**src/rtl/seq_pkg.sv**
```systemverilog
// Shared types, defaults and helpers for the run-length pattern scheduler.
package seq_pkg;

    localparam int unsigned CNT_W_DEF = 8;
    localparam int unsigned FRM_W_DEF = 8;

    typedef enum logic [1:0] {
        ST_IDLE = 2'd0,
        ST_HIGH = 2'd1,
        ST_LOW  = 2'd2,
        ST_DONE = 2'd3
    } state_e;

    // Next high-run length: grow by step, fall back to the start length past the limit.
    // Operands are zero-extended run-length fields, so the sum cannot overflow.
    function automatic int unsigned next_len(input int unsigned cur,
                                             input int unsigned step,
                                             input int unsigned start_len,
                                             input int unsigned limit);
        int unsigned nxt;
        nxt = cur + step;
        return (nxt > limit) ? start_len : nxt;
    endfunction

endpackage

```
**src/rtl/seq_run_cnt.sv**
```systemverilog
// Run-length down-counter with load, count enable and a registered last-cycle flag.
module seq_run_cnt #(
    parameter int unsigned W = 8
) (
    input  logic         clk_i,
    input  logic         rst_ni,
    input  logic         load_i,
    input  logic [W-1:0] load_val_i,
    input  logic         en_i,
    output logic         last_o
);

    logic [W-1:0] cnt_q;
    logic         last_q;

    // Load has priority; counting stops once the last cycle of the run is reached.
    always_ff @(posedge clk_i or negedge rst_ni) begin
        if (!rst_ni) begin
            cnt_q  <= '0;
            last_q <= 1'b0;
        end else if (load_i) begin
            cnt_q  <= load_val_i;
            last_q <= (load_val_i == '0);
        end else if (en_i && !last_q) begin
            cnt_q  <= cnt_q - W'(1);
            last_q <= (cnt_q == W'(1));
        end
    end

    assign last_o = last_q;

endmodule

```
**src/rtl/seq_sched.sv**
```systemverilog
// Run-length pattern scheduler: alternating high/low runs with growing, wrapping high length.
module seq_sched
    import seq_pkg::*;
#(
    parameter int unsigned CNT_W = CNT_W_DEF,
    parameter int unsigned FRM_W = FRM_W_DEF
) (
    input  logic             i_clk,
    input  logic             i_resetn,
    input  logic             i_cfg_valid,
    output logic             o_cfg_ready,
    input  logic [CNT_W-1:0] i_cfg_hi_init,
    input  logic [CNT_W-1:0] i_cfg_hi_step,
    input  logic [CNT_W-1:0] i_cfg_hi_max,
    input  logic [CNT_W-1:0] i_cfg_lo_len,
    input  logic [FRM_W-1:0] i_cfg_frames,
    input  logic             i_hold,
    input  logic             i_stop,
    output logic             o_seq,
    output logic             o_seq_valid,
    output logic             o_busy,
    output logic             o_done,
    output logic [FRM_W-1:0] o_frame_cnt
);

    state_e           state_q, state_d;
    logic [CNT_W-1:0] hi_init_q, hi_init_d;   // effective start length (never 0)
    logic [CNT_W-1:0] hi_step_q, hi_step_d;
    logic [CNT_W-1:0] hi_max_q, hi_max_d;     // effective limit, at least the start length
    logic [CNT_W-1:0] lo_len_q, lo_len_d;     // effective low length (never 0)
    logic [FRM_W-1:0] frames_q, frames_d;
    logic [CNT_W-1:0] hi_len_q, hi_len_d;
    logic [FRM_W-1:0] frame_cnt_q, frame_cnt_d;
    logic             cfg_ready_q, cfg_ready_d;
    logic             seq_q, seq_d;
    logic             seq_valid_q, seq_valid_d;
    logic             busy_q, busy_d;
    logic             done_q, done_d;

    logic             run_load;
    logic [CNT_W-1:0] run_val;
    logic             run_en;
    logic             run_last;
    logic [CNT_W-1:0] init_in;
    logic [CNT_W-1:0] lo_in;
    logic [FRM_W-1:0] frame_inc;

    seq_run_cnt #(.W(CNT_W)) u_run_cnt (
        .clk_i      (i_clk),
        .rst_ni     (i_resetn),
        .load_i     (run_load),
        .load_val_i (run_val),
        .en_i       (run_en),
        .last_o     (run_last)
    );

    // Next-state, run-counter control and next output values.
    always_comb begin
        state_d     = state_q;
        hi_init_d   = hi_init_q;
        hi_step_d   = hi_step_q;
        hi_max_d    = hi_max_q;
        lo_len_d    = lo_len_q;
        frames_d    = frames_q;
        hi_len_d    = hi_len_q;
        frame_cnt_d = frame_cnt_q;
        cfg_ready_d = 1'b0;
        seq_d       = 1'b0;
        seq_valid_d = 1'b0;
        busy_d      = 1'b0;
        done_d      = 1'b0;
        run_load    = 1'b0;
        run_val     = '0;
        run_en      = 1'b0;
        init_in     = (i_cfg_hi_init == '0) ? CNT_W'(1) : i_cfg_hi_init;
        lo_in       = (i_cfg_lo_len == '0) ? CNT_W'(1) : i_cfg_lo_len;
        frame_inc   = frame_cnt_q + FRM_W'(1);

        case (state_q)
            ST_IDLE: begin
                cfg_ready_d = 1'b1;
                if (i_cfg_valid && cfg_ready_q && !i_stop) begin
                    hi_init_d   = init_in;
                    hi_step_d   = i_cfg_hi_step;
                    hi_max_d    = (i_cfg_hi_max > i_cfg_hi_init) ? i_cfg_hi_max : i_cfg_hi_init;
                    lo_len_d    = lo_in;
                    frames_d    = i_cfg_frames;
                    hi_len_d    = init_in;
                    frame_cnt_d = '0;
                    run_load    = 1'b1;
                    run_val     = init_in - CNT_W'(1);
                    state_d     = ST_HIGH;
                    cfg_ready_d = 1'b0;
                    seq_d       = 1'b1;
                    seq_valid_d = 1'b1;
                    busy_d      = 1'b1;
                end
            end
            ST_HIGH: begin
                if (i_stop) begin
                    state_d     = ST_IDLE;
                    cfg_ready_d = 1'b1;
                end else if (i_hold) begin
                    seq_d  = seq_q;
                    busy_d = 1'b1;
                end else if (run_last) begin
                    run_load    = 1'b1;
                    run_val     = lo_len_q - CNT_W'(1);
                    state_d     = ST_LOW;
                    seq_valid_d = 1'b1;
                    busy_d      = 1'b1;
                end else begin
                    run_en      = 1'b1;
                    seq_d       = 1'b1;
                    seq_valid_d = 1'b1;
                    busy_d      = 1'b1;
                end
            end
            ST_LOW: begin
                if (i_stop) begin
                    state_d     = ST_IDLE;
                    cfg_ready_d = 1'b1;
                end else if (i_hold) begin
                    seq_d  = seq_q;
                    busy_d = 1'b1;
                end else if (run_last) begin
                    frame_cnt_d = frame_inc;
                    if ((frames_q != '0) && (frame_inc == frames_q)) begin
                        state_d = ST_DONE;
                        done_d  = 1'b1;
                    end else begin
                        hi_len_d    = CNT_W'(next_len(32'(hi_len_q), 32'(hi_step_q),
                                                      32'(hi_init_q), 32'(hi_max_q)));
                        run_load    = 1'b1;
                        run_val     = hi_len_d - CNT_W'(1);
                        state_d     = ST_HIGH;
                        seq_d       = 1'b1;
                        seq_valid_d = 1'b1;
                        busy_d      = 1'b1;
                    end
                end else begin
                    run_en      = 1'b1;
                    seq_valid_d = 1'b1;
                    busy_d      = 1'b1;
                end
            end
            ST_DONE: begin
                state_d     = ST_IDLE;
                cfg_ready_d = 1'b1;
            end
            default: begin
                state_d     = ST_IDLE;
                cfg_ready_d = 1'b1;
            end
        endcase
    end

    // State, captured configuration and registered outputs.
    always_ff @(posedge i_clk or negedge i_resetn) begin
        if (!i_resetn) begin
            state_q     <= ST_IDLE;
            hi_init_q   <= '0;
            hi_step_q   <= '0;
            hi_max_q    <= '0;
            lo_len_q    <= '0;
            frames_q    <= '0;
            hi_len_q    <= '0;
            frame_cnt_q <= '0;
            cfg_ready_q <= 1'b1;
            seq_q       <= 1'b0;
            seq_valid_q <= 1'b0;
            busy_q      <= 1'b0;
            done_q      <= 1'b0;
        end else begin
            state_q     <= state_d;
            hi_init_q   <= hi_init_d;
            hi_step_q   <= hi_step_d;
            hi_max_q    <= hi_max_d;
            lo_len_q    <= lo_len_d;
            frames_q    <= frames_d;
            hi_len_q    <= hi_len_d;
            frame_cnt_q <= frame_cnt_d;
            cfg_ready_q <= cfg_ready_d;
            seq_q       <= seq_d;
            seq_valid_q <= seq_valid_d;
            busy_q      <= busy_d;
            done_q      <= done_d;
        end
    end

    assign o_cfg_ready = cfg_ready_q;
    assign o_seq       = seq_q;
    assign o_seq_valid = seq_valid_q;
    assign o_busy      = busy_q;
    assign o_done      = done_q;
    assign o_frame_cnt = frame_cnt_q;

endmodule

```
**config.mk**
```make
export PLATFORM = sky130hd
export DESIGN_NAME = seq_sched
export DESIGN_NICKNAME = d
export VERILOG_FILES = /design/src/rtl/seq_pkg.sv /design/src/rtl/seq_run_cnt.sv /design/src/rtl/seq_sched.sv
export SDC_FILE = /design/constraint.sdc
export NUM_CORES = 1
export LEC_CHECK = 0
export CORE_UTILIZATION = 45
export DETAILED_ROUTE_END_ITERATION = 6
export PLACE_DENSITY = 0.7
export SLEW_MARGIN = 0
export SYNTH_ARGS = -nofsm -noshare
export SYNTH_HDL_FRONTEND = slang
export SYNTH_SLANG_ARGS = --single-unit
```
**constraint.sdc**
```tcl
create_clock -name i_clk -period 12.05 [get_ports i_clk]
set_clock_uncertainty 0.15 [all_clocks]
set_input_delay 2.41 -clock i_clk [delete_from_list [all_inputs] [get_ports i_clk]]
set_output_delay 2.41 -clock i_clk [all_outputs]
set_load 0.02 [all_outputs]
```
After elaboration in Yosys (flattened, before gate mapping)
Cells that the tools add are included.
{"block": "word_totals", "output_inout_bits": 13, "word_cells": 129, "ff_bits": 72}
{"block": "classes", "addsub": 6, "n_eq_ne": 14, "reduce_logical": 19, "magnitude_cmp": 2, "n_mux": 73}
{"operator": "8-bit two-way mux", "count": 23}
{"operator": "1-bit two-way mux", "count": 33}
{"operator": "8-bit one-hot mux with 2 select lines", "count": 2}
{"operator": "8-bit by 1-bit subtractor with 8-bit output, second input constant", "count": 4}
{"operator": "8-bit logical NOT", "count": 3}
{"operator": "8-bit one-hot mux with 3 select lines", "count": 1}
{"operator": "2-bit two-way mux", "count": 8}
{"operator": "1-bit one-hot mux with 3 select lines", "count": 5}
{"operator": "5-bit AND reduction", "count": 2}
{"operator": "8-bit by 8-bit adder with 9-bit output", "count": 1}
{"operator": "9-bit by 8-bit > comparator with 1-bit output", "count": 1}
{"operator": "8-bit by 1-bit adder with 8-bit output, second input constant", "count": 1}
{"operator": "8-bit by 1-bit == test with 1-bit output, second input constant", "count": 1}
{"operator": "8-bit == test", "count": 1}
{"operator": "8-bit > comparator", "count": 1}
{"operator": "2-bit inequality test, second input constant", "count": 4}
{"operator": "2-bit one-hot mux with 4 select lines", "count": 1}
{"operator": "8-bit nonzero test", "count": 1}
{"operator": "3-bit by 2-bit inequality test with 1-bit output, second input constant", "count": 2}
{"operator": "3-bit inequality test, second input constant", "count": 2}
{"operator": "6-bit AND reduction", "count": 1}
{"operator": "2-bit == test, second input constant", "count": 2}
{"operator": "1-bit logical AND", "count": 4}
{"operator": "2-bit AND reduction", "count": 2}
{"operator": "other kinds (6)", "count": 8}

Logic depth before layout (Yosys ltp)
Gate-level depths: netlist (run 1).
{"block": "logic_depth", "depth_word": 11, "ltp_mapped": 22, "ltp_nobuf": 20}

Modules after synthesis
From an unflattened synthesis (run 1), not the netlist that was laid out.
{"block": "unflattened", "cells_unflattened": 594, "hier_area_um2": 5002.3}
{"module": "seq_sched", "area_each_um2": 4464.3, "cells_each": 537, "instances": 1}
{"module": "seq_run_cnt", "area_each_um2": 538.0, "cells_each": 57, "instances": 1}

Worst setup path before layout (run 1)
No wires, ideal clock.
{"block": "synth_path", "path_kind": "reg2reg", "from": "register hi_step_q[0]", "to": "register u_run_cnt.last_q (netlist: u_run_cnt.last_o)", "setup_ns": 0.120, "n_path_buf": 2, "arrival_time_ns": 4.684, "setup_slack_ns": 7.096, "synth_period_minus_slack_ns": 4.954, "path_stages_with_launch": 22, "path_cell_list": "dfrtp_1 -> ha_1 -> fa_1 -> buf_6 -> a211oi_2 -> o21ai_0 -> a221oi_2 -> ha_1 -> a21o_1 -> a211o_1 -> o211a_1 -> nor2_2 -> buf_6 -> mux2i_1 -> ha_1 -> inv_1 -> or3_1 -> xor2_1 -> mux2i_1 -> a21oi_1 -> o211a_1 -> a41o_1"}
{"block": "synth_via", "elab_chain_cells": 11}
{"item": "start, declared", "line_no": "seq_sched.sv:28", "source": "logic [CNT_W-1:0] hi_step_q, hi_step_d;"}
{"item": "start signal, assigned", "line_no": "seq_sched.sv:177", "source": "hi_step_q <= hi_step_d;"}
{"item": "8-bit by 8-bit adder with 9-bit output *", "line_no": "seq_pkg.sv:21", "source": "nxt = cur + step;"}
{"item": "9-bit by 8-bit > comparator with 1-bit output", "line_no": "seq_pkg.sv:22", "source": "return (nxt > limit) ? start_len : nxt;"}
{"item": "8-bit two-way mux *", "line_no": "seq_pkg.sv:22"}
{"item": "8-bit by 1-bit subtractor with 8-bit output *", "line_no": "seq_sched.sv:135", "source": "run_val = hi_len_d - CNT_W'(1);"}
{"item": "8-bit two-way mux *", "line_no": "seq_sched.sv:128", "source": "if ((frames_q != '0) && (frame_inc == frames_q)) begin"}
{"item": "8-bit two-way mux *", "line_no": "seq_sched.sv:126", "source": "end else if (run_last) begin"}
{"item": "8-bit two-way mux *", "line_no": "seq_sched.sv:123", "source": "end else if (i_hold) begin"}
{"item": "8-bit two-way mux *", "line_no": "seq_sched.sv:120", "source": "if (i_stop) begin"}
{"item": "8-bit one-hot mux with 3 select lines *", "line_no": "seq_sched.sv:79", "source": "case (state_q)"}
{"item": "8-bit logical NOT *", "line_no": "seq_run_cnt.sv:23", "source": "last_q <= (load_val_i == '0);"}
{"item": "1-bit two-way mux *", "line_no": "seq_run_cnt.sv:21", "source": "end else if (load_i) begin"}
{"item": "end signal, assigned", "line_no": "seq_run_cnt.sv:23"}
{"item": "end signal, assigned", "line_no": "seq_run_cnt.sv:26", "source": "last_q <= (cnt_q == W'(1));"}
{"item": "end, declared", "line_no": "seq_run_cnt.sv:14", "source": "logic last_q;"}
Every way passes the cells marked *; elsewhere a longest branch is shown, timed or not.
A chain may end at the register's enable or synchronous reset.

Worst setup path after layout (run 1)
Same ends and word-level chain as after synthesis.

==> results of run 1 <==
## through the flow
stage | hold slack [ns] | power (mW)
finish | 0.332 | 1.89
global route | 0.356 | 2.05
CTS | 0.334 | 1.89
detailed placement | 0.321 | 1.61
global placement | 0.315 | 1.56
floorplan | 0.296 | 1.36
## layer usage
| metal | GRT usage | up-vias | part of all wire |
|---|---|---|---|
| met5 | 0 | - | 0 |
| met4 | 0.107 | 0 | 0.023 |
| met3 | 0.0347 | 25 | 0.051 |
| met2 | 0.362 | 153 | 0.45 |
| met1 | 0.338 | 2193 | 0.47 |
| li1 | - | 2235 | - |
## registers in the layout (all words and copies together), names as in the netlist, 2 cells and up
signal and count:
o_frame_cnt 8, hi_init_q 8, hi_step_q 8, frames_q 8, hi_max_q 8, u_run_cnt.cnt_q 8, state_q 2, lo_len_q 8
hi_len_q 8
## layout make-up
class                      count  area [µm²]  share of cell area
multi-input combinational    472        3140               0.513
sequential                    72        1800               0.295
timing repair buffer          60         588              0.0962
clock buffer                  10         229              0.0374
tap                          140         175              0.0286
inverter                      33         124              0.0203
clock inverter                 6        60.1             0.00982
## worst max path at each step
| stage | to | cells past startpoint | slack, ns | from |
|---|---|---|---|---|
| 2_1_floorplan | u_run_cnt.last_o$_DFFE_PN0P_ | 21 | 7.10 | hi_step_q[0]$_DFFE_PN0P_ |
| 3_3_place_gp | u_run_cnt.last_o$_DFFE_PN0P_ | 11 | 6.63 | i_cfg_hi_init[5] |
| 3_5_place_dp | u_run_cnt.last_o$_DFFE_PN0P_ | 19 | 6.39 | hi_step_q[0]$_DFFE_PN0P_ |
| 4_1_cts | u_run_cnt.last_o$_DFFE_PN0P_ | 19 | 6.38 | hi_step_q[0]$_DFFE_PN0P_ |
| 5_1_grt | u_run_cnt.last_o$_DFFE_PN0P_ | 19 | 6.02 | hi_step_q[0]$_DFFE_PN0P_ |
| 6_report | u_run_cnt.last_o$_DFFE_PN0P_ | 19 | 6.34 | hi_step_q[0]$_DFFE_PN0P_ |
## cells in the final DEF, fill, tap and decap left out, drive strengths merged, types with 3 or more instances in the layout
master and count:
nand2 106, dfrtp 71, clkdlybuf4s50 56, o21ai 48, nor2 40, ha 35, inv 33, a21oi 31
mux2i 24, xnor2 23, nor3 15, xor2 14, nand3 13, a211oi 12, clkbuf 10, nor4 9
mux2 9, a31oi 8, nor2b 7, o211ai 6, o22ai 6, o21a 6, or3 5, a21o 5
and3 4, buf 4, nand2b 3, nand4 3, o221ai 3, clkinv 3, or2 3
## worst register-to-register path, cell delays in order (launching register included)
cell and delay [ns]:
dfrtp_1 0.38, ha_1 0.25, fa_1 0.51, a211oi_2 0.34
o21ai_0 0.16, a221oi_2 0.35, ha_1 0.31, a21o_1 0.18
a211o_1 0.33, o211a_1 0.19, nor2_2 0.57, mux2i_1 0.36
ha_1 0.24, inv_1 0.06, or3_1 0.34, xor2_1 0.15
mux2i_1 0.21, a21oi_1 0.08, o211a_1 0.21, a41o_1 0.24
## report_power, final
group | switching [mW] | internal [mW]
Clock | 0.103 | 0.159
Sequential | 0.0837 | 0.339
Combinational | 0.703 | 0.506
Total | 0.890 | 1.00
## kinds of logic after synthesis
group / Yosys count / share of synthesized area
adder cells (fa/ha/maj): 36 / 0.0886
AO/OA/AOI/OAI: 150 / 0.195
buffers and inverters: 55 / 0.0455
XOR/XNOR: 37 / 0.0641
flip-flops: 72 / 0.349
AND/OR/NAND/NOR: 216 / 0.192
multiplexers: 33 / 0.0661
==> results.json, run 1 <==
{
  "status": "complete, no violations",
  "startpoint_type": "flip-flop",
  "slowest_stage": "nor2_2",
  "syn-num-nets": 680,
  "utilization": 0.554,
  "worst_ep_arrival_time_ns": 5.78,
  "gr-total-overflow": 0,
  "synth_edf_count": 0,
  "yosysTopAreaCellShare": 0.344,
  "synth_top_area_cell": "dfrtp_1",
  "io_buffers": 57,
  "fmax_ghz": 0.175,
  "cts_hold_buf": 0,
  "relSlewSlack": 0.367,
  "grt_pass1_vias": 4485,
  "clk_pin_slew_ns": 0.06,
  "post-dp-hpwl_um": 9780,
  "grt_use_total": 0.239,
  "cts_max_level": 3,
  "post_cts_buffers": 0,
  "cp.required_ns": 12.13,
  "rsz0062_at_grt": "no",
  "dp.cells": 777,
  "finalCriticalPeriod_ns": 5.71,
  "crit_type": "flip-flop to flip-flop",
  "critPathMaxStageDelay_ns": 0.57,
  "holdPathStages": 2,
  "ant_nets": 0,
  "cts.repair.resized": 0,
  "clk_latency_ns": 0.34,
  "ff2ff_setup_slack_ns": 6.34,
  "hold_end": "hi_max_q[6]$_DFFE_PN0P_",
  "ir_worst_vdd_v": 0.000181,
  "grt_max_degree": 73,
  "synthTopCellsByCount": "nand2_1, dfrtp_1, o21ai_0",
  "finalNonFillerCells": 793,
  "antenna_found_initial": 0,
  "period_share": 0.474,
  "hold_class": "flip-flop to flip-flop",
  "final_nets": 729,
  "die_area_um2": 11900,
  "stdcell_area_um2": 6110,
  "power_density_nw_per_um2": 310,
  "n_antenna_cell": 0,
  "post_dp_cell_area_um2": 5830,
  "fillers": 1000,
  "synth_seq_cells": 72,
  "cts_max_path_buffers": 2,
  "ios": 58,
  "fin_ws_ns": 6.34,
  "wl_per_cell_um": 16.6,
  "yosysWarnings": 0,
  "hold_viol": 0,
  "reg2reg_to": "u_run_cnt.last_o$_DFFE_PN0P_",
  "r2r-start": "hi_step_q[0]$_DFFE_PN0P_",
  "dieWidth_um": 109,
  "area_delta_synth_final_pct": 18.3,
  "drc": 0,
  "synth_area_per_cell_um2": 8.63,
  "ctsRootBufferMaster": "clkbuf_16",
  "place_ws_ns": 6.39,
  "synth.most_common_cell": "nand2_1",
  "crit_chain": "ha_1, fa_1, a211oi_2, o21ai_0, a221oi_2, ha_1, a21o_1, a211o_1, o211a_1, nor2_2, mux2i_1, ha_1, inv_1, or3_1, xor2_1, mux2i_1, a21oi_1, o211a_1, a41o_1",
  "hp-start": "hi_max_q[6]$_DFFE_PN0P_",
  "slew_violations": 0,
  "drtIter0Drc": 289,
  "grt_pass1_wl_um": 21800,
  "yosys_most_used_dff": "dfrtp_1",
  "synth_area_leaders": "dfrtp_1, ha_1, nand2_1",
  "rows": 38,
  "cts_tree": "yes",
  "start_util": 0.469,
  "vias": 4606,
  "core_area_um2": 11000,
  "max_slew.worst_pin.slew_ns": 0.949,
  "vias_per_cell": 5.81,
  "critPathBufInv": 1,
  "drive_above_1_share": 0.0704,
  "drtPass1Iterations": 5,
  "cts_sinks": 72,
  "maxCapViolations": 0,
  "drt-total-wl_um": 13100,
  "yosysSeqAreaShare": 0.349,
  "setup_tns_ns": 0,
  "ys_types": 70,
  "netlist_instances": 599,
  "power_leakage_nw": 2.69,
  "cpMostUsedCell": "ha_1",
  "path_max_fanout": 13,
  "crit_family": "compound AO/OA/AOI/OAI gates",
  "gp_congestion": 0.903,
  "ff2ff_path_depth": 19,
  "setup_viol": 0,
  "synth_area_um2": 5170,
  "die_y_um": 109,
  "crit_path_end_kind": "flip-flop",
  "numCtsBuffers": 9,
  "async_flop_share": 1.00
}
Power figures use the tool's default switching activity.
==> run 2, diff against run 1 <==
Clock period 12.05 ns to 5.73 ns, I/O delays scaled along.
==> run 2 against run 1 <==
Total power up 110%. Core utilization increased by 0.11 points. Non-clock buffer count grew 2. Global-route usage barely moved. Sequential cell count is the same. Combinational power is 120% higher. Fmax is 8.1% higher. Largest cell class unchanged. Cell area up 0.20%.
==> results.json, run 2 (synthesized netlist as in run 1, its figures left out) <==
{
  "area_delta_synth_final_pct": 18.5,
  "slew_violations": 0,
  "use_met3": 0.0311,
  "cpMostUsedCell": "ha_1",
  "seq_area_um2": 1800,
  "cts_tree": "yes",
  "worst_ep_arrival_time_ns": 5.36,
  "die_y_um": 109,
  "final_nets": 731,
  "vias_per_cell": 5.73,
  "finalCriticalPeriod_ns": 5.28,
  "final_common_cell": "nand2_1",
  "cts_sinks": 72,
  "dp.cells": 779,
  "ant_nets": 0,
  "hold_class": "flip-flop to flip-flop",
  "critPathBufInv": 1,
  "post_cts_buffers": 0,
  "relSlewSlack": 0.272,
  "drtPass1Iterations": 5,
  "grtUsageMet1": 0.341,
  "critPathMaxStageDelay_ns": 0.51,
  "ios": 58,
  "rows": 38,
  "post-dp-hpwl_um": 10000,
  "drtIter0Drc": 277,
  "p_int_mw": 2.12,
  "fillers": 1061,
  "power_density_nw_per_um2": 657,
  "clk_latency_ns": 0.34,
  "cts_max_path_buffers": 2,
  "grt_busiest_layer": "met2",
  "drt-total-wl_um": 13200,
  "p_switching_mw": 1.90,
  "p_total_mw": 4.03,
  "clkPwrFrac": 0.132,
  "slowest_stage": "fa_1",
  "path_max_fanout": 7,
  "status": "complete, no violations",
  "setup_tns_ns": 0,
  "finalNonFillerCells": 795,
  "crit_type": "flip-flop to flip-flop",
  "wl_per_cell_um": 16.6,
  "antenna_found_initial": 0,
  "gr-total-overflow": 0,
  "ctsRootBufferMaster": "clkbuf_16",
  "io_buffers": 57,
  "p_comb_frac": 0.647,
  "final_cell_mix": "nand2_1, dfrtp_1, clkdlybuf4s50_1",
  "vias": 4558,
  "grt_max_degree": 49,
  "cts_hold_buf": 0,
  "n_antenna_cell": 0,
  "pwr-share-seq": 0.221,
  "multi_input_area_um2": 3140,
  "numCtsBuffers": 9,
  "crit_path_end_kind": "flip-flop",
  "grt_pass1_vias": 4399,
  "ir_worst_vdd_v": 0.000297,
  "crit_family": "compound AO/OA/AOI/OAI gates",
  "die_area_um2": 11900,
  "drive_above_1_share": 0.0748,
  "crit_chain": "ha_1, fa_1, a211oi_2, o21ai_0, a221oi_2, ha_1, a21o_1, a211o_1, o211a_1, nor2_4, mux2i_1, ha_1, inv_1, or3_1, xor2_1, mux2i_1, a21oi_1, o211a_1, a41o_1",
  "maxCapViolations": 0,
  "fmax_ghz": 0.189,
  "power_leakage_nw": 2.69,
  "grt_pass1_wl_um": 21900,
  "grt_use_total": 0.240,
  "cts_max_level": 3,
  "clk_pin_slew_ns": 0.06,
  "start_util": 0.469,
  "cp.required_ns": 5.81,
  "period_share": 0.921,
  "startpoint_type": "flip-flop",
  "gp_congestion": 0.910,
  "swShare": 0.473,
  "rsz0062_at_grt": "no",
  "max_slew.worst_pin.slew_ns": 1.09,
  "core_area_um2": 11000,
  "use_met2": 0.370,
  "setup_viol": 0,
  "drc": 0,
  "dieWidth_um": 109,
  "hold_viol": 0
}
[run 2: cell count changes in the layout (fill, tap and decap cells not counted), sizes merged]
cell / change
buf: +2
inv: +1
bufinv: -1
[run 2: area by class of cell]
cell class | instances | area share
multi-input cells | 472 | 0.513
flip-flops and latches | 72 | 0.294
repair buffers | 62 | 0.0984
clock buffers | 10 | 0.0390
well taps | 140 | 0.0286
inverters | 33 | 0.0202
clock inverters | 6 | 0.00694
[run 2: power groups by stage]
stage	clock, mW	sequential, mW	combinational [mW]
after global routing	0.561	0.921	2.89
final	0.532	0.891	2.61
after floorplan	0	0.856	2.00
after CTS	0.540	0.891	2.55
after detailed placement	0	0.899	2.53
after global placement	0	0.887	2.49
[run 2: metrics by stage]
step / hold WS [ns] / setup slack (ns) / cell area [µm²] / util
after floorplan: 0.296 / 0.776 / 5170 / -
after global placement: 0.317 / 0.573 / 5840 / 0.529
after detailed placement: 0.327 / 0.432 / 5840 / 0.529
after CTS: 0.341 / 0.410 / 6120 / 0.555
after global routing: 0.363 / 0.0625 / 6130 / 0.555
final: 0.340 / 0.452 / 6130 / 0.555
[run 2: worst paths after layout]
| check | endpoint | cells past startpoint | slack [ns] | from |
|---|---|---|---|---|
| setup / recovery | u_run_cnt.last_o$_DFFE_PN0P_ | 19 | 0.45 | hi_step_q[0]$_DFFE_PN0P_ |
| hold / removal | hi_max_q[5]$_DFFE_PN0P_ | 2 | 0.34 | hi_max_q[5]$_DFFE_PN0P_ |
| setup reg to reg | u_run_cnt.last_o$_DFFE_PN0P_ | 19 | 0.45 | hi_step_q[0]$_DFFE_PN0P_ |
| hold reg to reg | hi_max_q[5]$_DFFE_PN0P_ | 2 | 0.34 | hi_max_q[5]$_DFFE_PN0P_ |
| max in group asynchronous | o_cfg_ready$_DFF_PN1_ | 2 | 3.59 | i_resetn |
| min in group asynchronous | hi_len_q[5]$_DFFE_PN0P_ | 1 | 0.86 | i_resetn |
[run 2: metal layers]
metal / up-vias / wire length (µm)
met5: - / 0
met4: 0 / 249
met3: 21 / 569
met2: 127 / 5950
met1: 2173 / 6430
li1: 2237 / -
[run 2: repair_timing]
action	4_1_cts	5_1_grt
setup endpoints to repair	0	1
endpoints found under the hold margin	0	0
resized for setup	0	1
[run 2: tightest hold or removal path, delay by kind of cell, from the launching register on]
| kind | cells | cell delay (ns) |
|---|---|---|
| flip-flops | 1 | 0.35 |
| AND/OR/NAND/NOR | 1 | 0.05 |
| AO/OA/AOI/OAI | 1 | 0.06 |
